## src/rtl/sn_prot_pkg.sv

```systemverilog
// Shared types and constants for the software register protocol handler.
// Holds the FSM state enum, header bit positions and prot bus widths.
package sn_prot_pkg;

    localparam int L_PROT_ADDR_BW = 7;
    localparam int L_PROT_DATA_BW = 8;

    localparam int L_HDR_DIR_BIT  = 7;
    localparam int L_HDR_ADDR_MSB = 6;

    typedef enum logic [2:0] {
        IDLE,
        LEN,
        WDATA,
        WEXEC,
        RREQ,
        RSEND
    } t_prot_state;

endpackage

```

## src/rtl/sn_prot_timeout.sv

```systemverilog
// Idle-cycle watchdog for frames in progress.
// Ports: clk, rst, clr (zero the count), en (count this cycle), fire (limit hit).
module sn_prot_timeout #(
    parameter int P_TIMEOUT_CYCLES = 100000
) (
    input  logic clk,
    input  logic rst,
    input  logic clr,
    input  logic en,
    output logic fire
);

    generate
        if (P_TIMEOUT_CYCLES == 0) begin : g_off
            logic unused_tmo;
            assign unused_tmo = ^{clk, rst, clr, en};
            assign fire = 1'b0;
        end else begin : g_on
            localparam int L_W = $clog2(P_TIMEOUT_CYCLES + 1);
            localparam logic [L_W-1:0] L_LAST = L_W'(P_TIMEOUT_CYCLES - 1);

            logic [L_W-1:0] tmo_cnt;

            // Fires on the idle cycle that brings the count to the limit;
            // a byte arriving in that same cycle clears instead.
            assign fire = en && !clr && (tmo_cnt == L_LAST);

            always_ff @(posedge clk or posedge rst) begin
                if (rst) begin
                    tmo_cnt <= '0;
                end else if (clr || fire) begin
                    tmo_cnt <= '0;
                end else if (en) begin
                    tmo_cnt <= tmo_cnt + 1'b1;
                end
            end
        end
    endgenerate

endmodule

```

## src/rtl/sn_prot_handler.sv

```systemverilog
// Host-side initiator turning framed rx bytes into prot_* register accesses.
// Ports: rx/tx byte streams (vld/rdy), prot_* register bus, busy, err_timeout.
module sn_prot_handler
    import sn_prot_pkg::*;
#(
    parameter int P_ADDR_BW        = L_PROT_ADDR_BW,
    parameter int P_DATA_BW        = L_PROT_DATA_BW,
    parameter int P_TIMEOUT_CYCLES = 100000
) (
    input  logic                 clk,
    input  logic                 rst,
    input  logic                 rx_vld,
    input  logic [P_DATA_BW-1:0] rx_data,
    output logic                 rx_rdy,
    output logic                 tx_vld,
    output logic [P_DATA_BW-1:0] tx_data,
    input  logic                 tx_rdy,
    output logic                 prot_enable,
    output logic                 prot_r0w1,
    output logic [P_ADDR_BW-1:0] prot_addr,
    output logic [P_DATA_BW-1:0] prot_wdata,
    input  logic [P_DATA_BW-1:0] prot_rdata,
    output logic                 busy,
    output logic                 err_timeout
);

    t_prot_state state, state_nxt;

    logic                 dir_q;
    logic [P_ADDR_BW-1:0] addr_q;
    logic [7:0]           cnt_q;
    logic [P_DATA_BW-1:0] wdata_q;
    logic [P_DATA_BW-1:0] tx_data_q;

    // Last-issued bus values, so the bus holds while prot_enable is low.
    logic                 hold_r0w1_q;
    logic [P_ADDR_BW-1:0] hold_addr_q;
    logic [P_DATA_BW-1:0] hold_wdata_q;

    logic err_q;
    logic rx_hs;
    logic tmo_en;
    logic tmo_clr;
    logic tmo_fire;
    logic last;

    assign rx_hs   = rx_vld && rx_rdy;
    assign last    = (cnt_q == 8'd0);
    assign tmo_en  = (state == LEN) || (state == WDATA);
    assign tmo_clr = rx_hs || !tmo_en;

    sn_prot_timeout #(
        .P_TIMEOUT_CYCLES(P_TIMEOUT_CYCLES)
    ) u_timeout (
        .clk  (clk),
        .rst  (rst),
        .clr  (tmo_clr),
        .en   (tmo_en),
        .fire (tmo_fire)
    );

    always_ff @(posedge clk or posedge rst) begin
        if (rst) begin
            state <= IDLE;
        end else begin
            state <= state_nxt;
        end
    end

    always_comb begin
        state_nxt   = state;
        rx_rdy      = 1'b0;
        tx_vld      = 1'b0;
        prot_enable = 1'b0;
        prot_r0w1   = hold_r0w1_q;
        prot_addr   = hold_addr_q;
        prot_wdata  = hold_wdata_q;
        unique case (state)
            IDLE: begin
                rx_rdy = 1'b1;
                if (rx_hs) state_nxt = LEN;
            end
            LEN: begin
                rx_rdy = 1'b1;
                if (rx_hs) state_nxt = dir_q ? WDATA : RREQ;
                else if (tmo_fire) state_nxt = IDLE;
            end
            WDATA: begin
                rx_rdy = 1'b1;
                if (rx_hs) state_nxt = WEXEC;
                else if (tmo_fire) state_nxt = IDLE;
            end
            WEXEC: begin
                prot_enable = 1'b1;
                prot_r0w1   = 1'b1;
                prot_addr   = addr_q;
                prot_wdata  = wdata_q;
                state_nxt   = last ? IDLE : WDATA;
            end
            RREQ: begin
                prot_enable = 1'b1;
                prot_r0w1   = 1'b0;
                prot_addr   = addr_q;
                state_nxt   = RSEND;
            end
            RSEND: begin
                tx_vld = 1'b1;
                if (tx_rdy) state_nxt = last ? IDLE : RREQ;
            end
            default: state_nxt = IDLE;
        endcase
    end

    always_ff @(posedge clk or posedge rst) begin
        if (rst) begin
            dir_q        <= 1'b0;
            addr_q       <= '0;
            cnt_q        <= '0;
            wdata_q      <= '0;
            tx_data_q    <= '0;
            hold_r0w1_q  <= 1'b0;
            hold_addr_q  <= '0;
            hold_wdata_q <= '0;
            err_q        <= 1'b0;
        end else begin
            err_q <= tmo_fire;
            unique case (state)
                IDLE: begin
                    if (rx_hs) begin
                        dir_q  <= rx_data[L_HDR_DIR_BIT];
                        addr_q <= rx_data[L_HDR_ADDR_MSB:0];
                    end
                end
                LEN: begin
                    if (rx_hs) cnt_q <= rx_data;
                end
                WDATA: begin
                    if (rx_hs) wdata_q <= rx_data;
                end
                WEXEC: begin
                    hold_r0w1_q  <= 1'b1;
                    hold_addr_q  <= addr_q;
                    hold_wdata_q <= wdata_q;
                    if (!last) begin
                        addr_q <= addr_q + 1'b1;
                        cnt_q  <= cnt_q - 1'b1;
                    end
                end
                RREQ: begin
                    hold_r0w1_q <= 1'b0;
                    hold_addr_q <= addr_q;
                    tx_data_q   <= prot_rdata;
                end
                RSEND: begin
                    if (tx_rdy && !last) begin
                        addr_q <= addr_q + 1'b1;
                        cnt_q  <= cnt_q - 1'b1;
                    end
                end
                default: ;
            endcase
        end
    end

    assign tx_data     = tx_data_q;
    assign busy        = (state != IDLE);
    assign err_timeout = err_q;

endmodule

```

## config.mk

```make
export PLATFORM = sky130hd
export DESIGN_NAME = sn_prot_handler
export DESIGN_NICKNAME = d
export VERILOG_FILES = /design/src/rtl/sn_prot_pkg.sv /design/src/rtl/sn_prot_timeout.sv /design/src/rtl/sn_prot_handler.sv
export SDC_FILE = /design/constraint.sdc
export NUM_CORES = 1
export LEC_CHECK = 0
export CAP_MARGIN = 10
export CORE_AREA = 4 4 97 99
export DETAILED_ROUTE_END_ITERATION = 12
export DIE_AREA = 0 0 101 103
export MAX_ROUTING_LAYER = met4
export PLACE_DENSITY = 0.59
export SLEW_MARGIN = 20
export SYNTH_ARGS = -nofsm -noshare
export SYNTH_HDL_FRONTEND = slang
export SYNTH_SLANG_ARGS = --single-unit
```

## constraint.sdc

```tcl
create_clock -name clk -period 1.85 [get_ports clk]
set_input_delay 0.185 -clock clk [delete_from_list [all_inputs] [get_ports clk]]
set_output_delay 0.185 -clock clk [all_outputs]
set_load 0.01 [all_outputs]
```

==> results.yml <==
run_status:
  outcome: "finished with violations"
  failed_checks: "negative setup slack"
logic_synthesis:
  synth-seq-cells: 69
  synth_top_family_by_area: "simple AND/OR/NAND/NOR gates"
  synth_area_mm2: 0.00336
  synth_compound_area_share_pct: 13.0
  synthCells: 304
  ys_seq_area_share_pct: 51.4
  synth-xor-area-share_pct: 3.61
  synthesis.nets: 327
  synth_area_per_cell_um2: 11.1
  yosys.area_share.simple_pct: 16.8
  synth_fa_ha_area_share_pct: 1.12
  synth_mux_area_share_pct: 10.6
  synth_cell_types: 52
  yosys_warnings: 0
finish:
  postLayoutCellArea_mm2: 0.00473
  fillers: 742
  layout.nets: 422
  final_cell_mix: "68 x dfrtp_1, 39 x buf_4, 28 x clkdlybuf4s50_1, 22 x nor2_1, 21 x mux2_2"
  seqCellArea_mm2: 0.00173
  syn_to_final_growth_pct: 40.8
  drive_above_1_share_pct: 35.1
  final_common_cell: "dfrtp_1"
  antenna_cells: 0
  multi_input_area_mm2: 0.00167
sta:
  finalClockSkew_ps: 12.5
  relSlewSlack_pct: 69.8
  setup_viol: 8
  setup_tns_ps: -643
  period_minus_slack_ps: 2000
  period_share_pct: 108
  setup_ws_ps: -150
  hold_violations: 0
  tightest_slew_ps: 449
  rsz0062_at_grt: "yes"
  fmax_mhz: 500
  final_max_slew_viol_count: 0
place:
  port_buffers: 48
  place_ws_ps: -381
  hpwl_mm: 5.34
  placedInstanceArea_mm2: 0.00417
  gp_congestion: 0.825
min_path:
  hold_class: "input port to asynchronous set/reset pin"
setup_path:
  path_max_fanout: 6
  critical_path_class: "register to primary output"
  cp-start-kind: "register"
  reg2regPathDepth: 7
  crit_arrival_ps: 1810
  ff2ff_setup_slack_ps: 20
  required_ps: 1660
  critPathCaptureType: "primary output"
floorplanning:
  start_util_pct: 39.3
  ios: 49
  die_w_um: 101
  fp.dieArea_mm2: 0.0104
  dieHeight_um: 103
  rows: 34
  core-area_mm2: 0.00855
drt:
  via_per_inst: 5.25
  drt_wl_total_mm: 8.36
  ant_nets: 0
  via_count: 2688
  first_iter_violations: 148
  routedWlPerCell_um: 16.3
  drc_errors: 0
  firstDrtPassIters: 4
power_and_ir_drop:
  p_int_uw: 5360
  pwr-share-comb_pct: 51.8
  seqPwrFrac_pct: 29.9
  power_switching_uw: 2950
  switching_share_pct: 35.5
  clock_power_share_pct: 18.3
  power.density_mw_per_mm2: 1760
  leakage_uw: 0.00209
  vdd_drop_max_mv: 0.770
clock_network:
  tritoncts: "done"
  cts_buffers: 9
  clockBufferDepth: 2
  root_buffer: "clkbuf_8"
  clock_latency_ps: 340
  h-tree-depth: 3
  numClockSinks: 69
  clk_pin_slew_worst_paths_ps: 80
run:
  maxCapViolations: 0
global_routing:
  grt.overflow.total: 0
  grt_pass1_wl_mm: 13.3
  grt_pass1_vias: 2619
  gr-usage-all-layers_pct: 16.9
  grt_max_degree: 70
  antenna_found_initial: 0
## critical path: stages, from the launching register on
cell and delay (ps):
dfrtp_2 450, nand3b_1 160, nor2b_4 300, buf_6 140, mux2_4 300, buf_6 120
## synth_stat cells, drive strengths merged
master / number / area (um^2)
nand2b: 3 / 18.8
ha: 3 / 37.5
nor3b: 4 / 30.0
and2: 5 / 31.3
nor2b: 4 / 25.0
xnor2: 1 / 8.76
nor4bb: 1 / 10.0
a2bb2oi: 1 / 8.76
o211a: 5 / 50.1
a41oi: 1 / 8.76
a31o: 2 / 17.5
a22oi: 2 / 15.0
dfrtp: 69 / 1730
nor3: 3 / 15.0
clkbuf: 4 / 15.0
a21oi: 22 / 114
or3b: 1 / 8.76
nor2: 23 / 88.8
mux2i: 2 / 20.0
nand3: 8 / 40.0
nor4: 2 / 12.5
or3: 4 / 25.0
buf: 12 / 63.8
o22ai: 1 / 6.26
o21bai: 1 / 7.51
nor4b: 2 / 32.5
inv: 10 / 37.5
nand2: 11 / 41.3
xor2: 12 / 113
o221ai: 1 / 8.76
o22a: 4 / 35.0
nand3b: 4 / 30.0
a31oi: 9 / 56.3
nand4: 12 / 81.3
or4: 1 / 7.51
and4: 4 / 35.0
o21ai: 10 / 50.1
or4b: 2 / 20.0
mux2: 30 / 338
and4b: 1 / 10.0
o32ai: 1 / 8.76
o211ai: 5 / 42.5
o2bb2ai: 1 / 8.76
## path summary, 6_finish.rpt
check | from | endpoint
min in group clk | prot_rdata[2] | tx_data[2]
worst max register to register | state[0] | addr_q[0]
max in group asynchronous | rst | state[0]
worst min-delay path | rst | hold_addr_q[1]
worst min register to register | hold_addr_q[3] | hold_addr_q[3]
worst max-delay path | state[0] | prot_addr[2]
## layout make-up
type	instances	area share, %
multi-input combinational	210	35.2
clock inverter	7	2.57
clock buffer	9	2.62
tap	108	2.86
sequential	69	36.5
inverter	10	0.952
timing repair buffer	99	19.3
## stage by stage
step	utilization, %	total power [uW]	hold WS (ps)	cells
global placement	48.8	6050	467	475
finish	55.3	8310	274	512
global route	55.3	8860	302	512
detailed placement	48.8	6100	474	475
floorplan	-	4480	334	304
CTS	53.6	8020	297	506
## cells by family after synthesis
kind of cell	after synthesis
AO/OA/AOI/OAI	66
XOR/XNOR	13
adder cells (fa/ha/maj)	3
buffers and inverters	26
flip-flops	69
multiplexers	32
AND/OR/NAND/NOR	95
## sequential cells by signal, summed over array words and instances (netlist names)
| register | count |
|---|---|
| addr_q | 7 |
| cnt_q | 8 |
| dir_q | 1 |
| err_timeout | 1 |
| hold_addr_q | 7 |
| hold_r0w1_q | 1 |
| hold_wdata_q | 8 |
| state | 3 |
| tx_data | 8 |
| u_timeout.g_on.tmo_cnt | 17 |
| wdata_q | 8 |
## what timing repair did
| item | CTS | global route |
|---|---|---|
| setup buffers | 13 | 8 |
| cloned | 2 | 0 |
| hold buffers | 0 | 0 |
| pin swaps | 4 | 12 |
| setup endpoints to repair | 27 | 33 |
| gates resized for setup | 98 | 39 |
## per-layer routing
metal | vias up | track usage, % | wire length (um)
met5 | - | - | 0
met4 | 0 | 6.24 | 94
met3 | 8 | 4.19 | 495
met2 | 79 | 24.1 | 3770
met1 | 1295 | 23.5 | 4000
li1 | 1306 | - | -
## power groups by stage
| stage | sequential (uW) | clock (uW) | combinational, uW |
|---|---|---|---|
| 6_report | 2490 | 1520 | 4300 |
| 5_1_grt | 2560 | 1630 | 4670 |
| 4_1_cts | 2470 | 1550 | 4000 |
| 3_5_place_dp | 2480 | 0 | 3620 |
| 3_3_place_gp | 2450 | 0 | 3590 |
| 2_1_floorplan | 2430 | 0 | 2050 |
No activity file was read; power rests on OpenSTA's default activity.
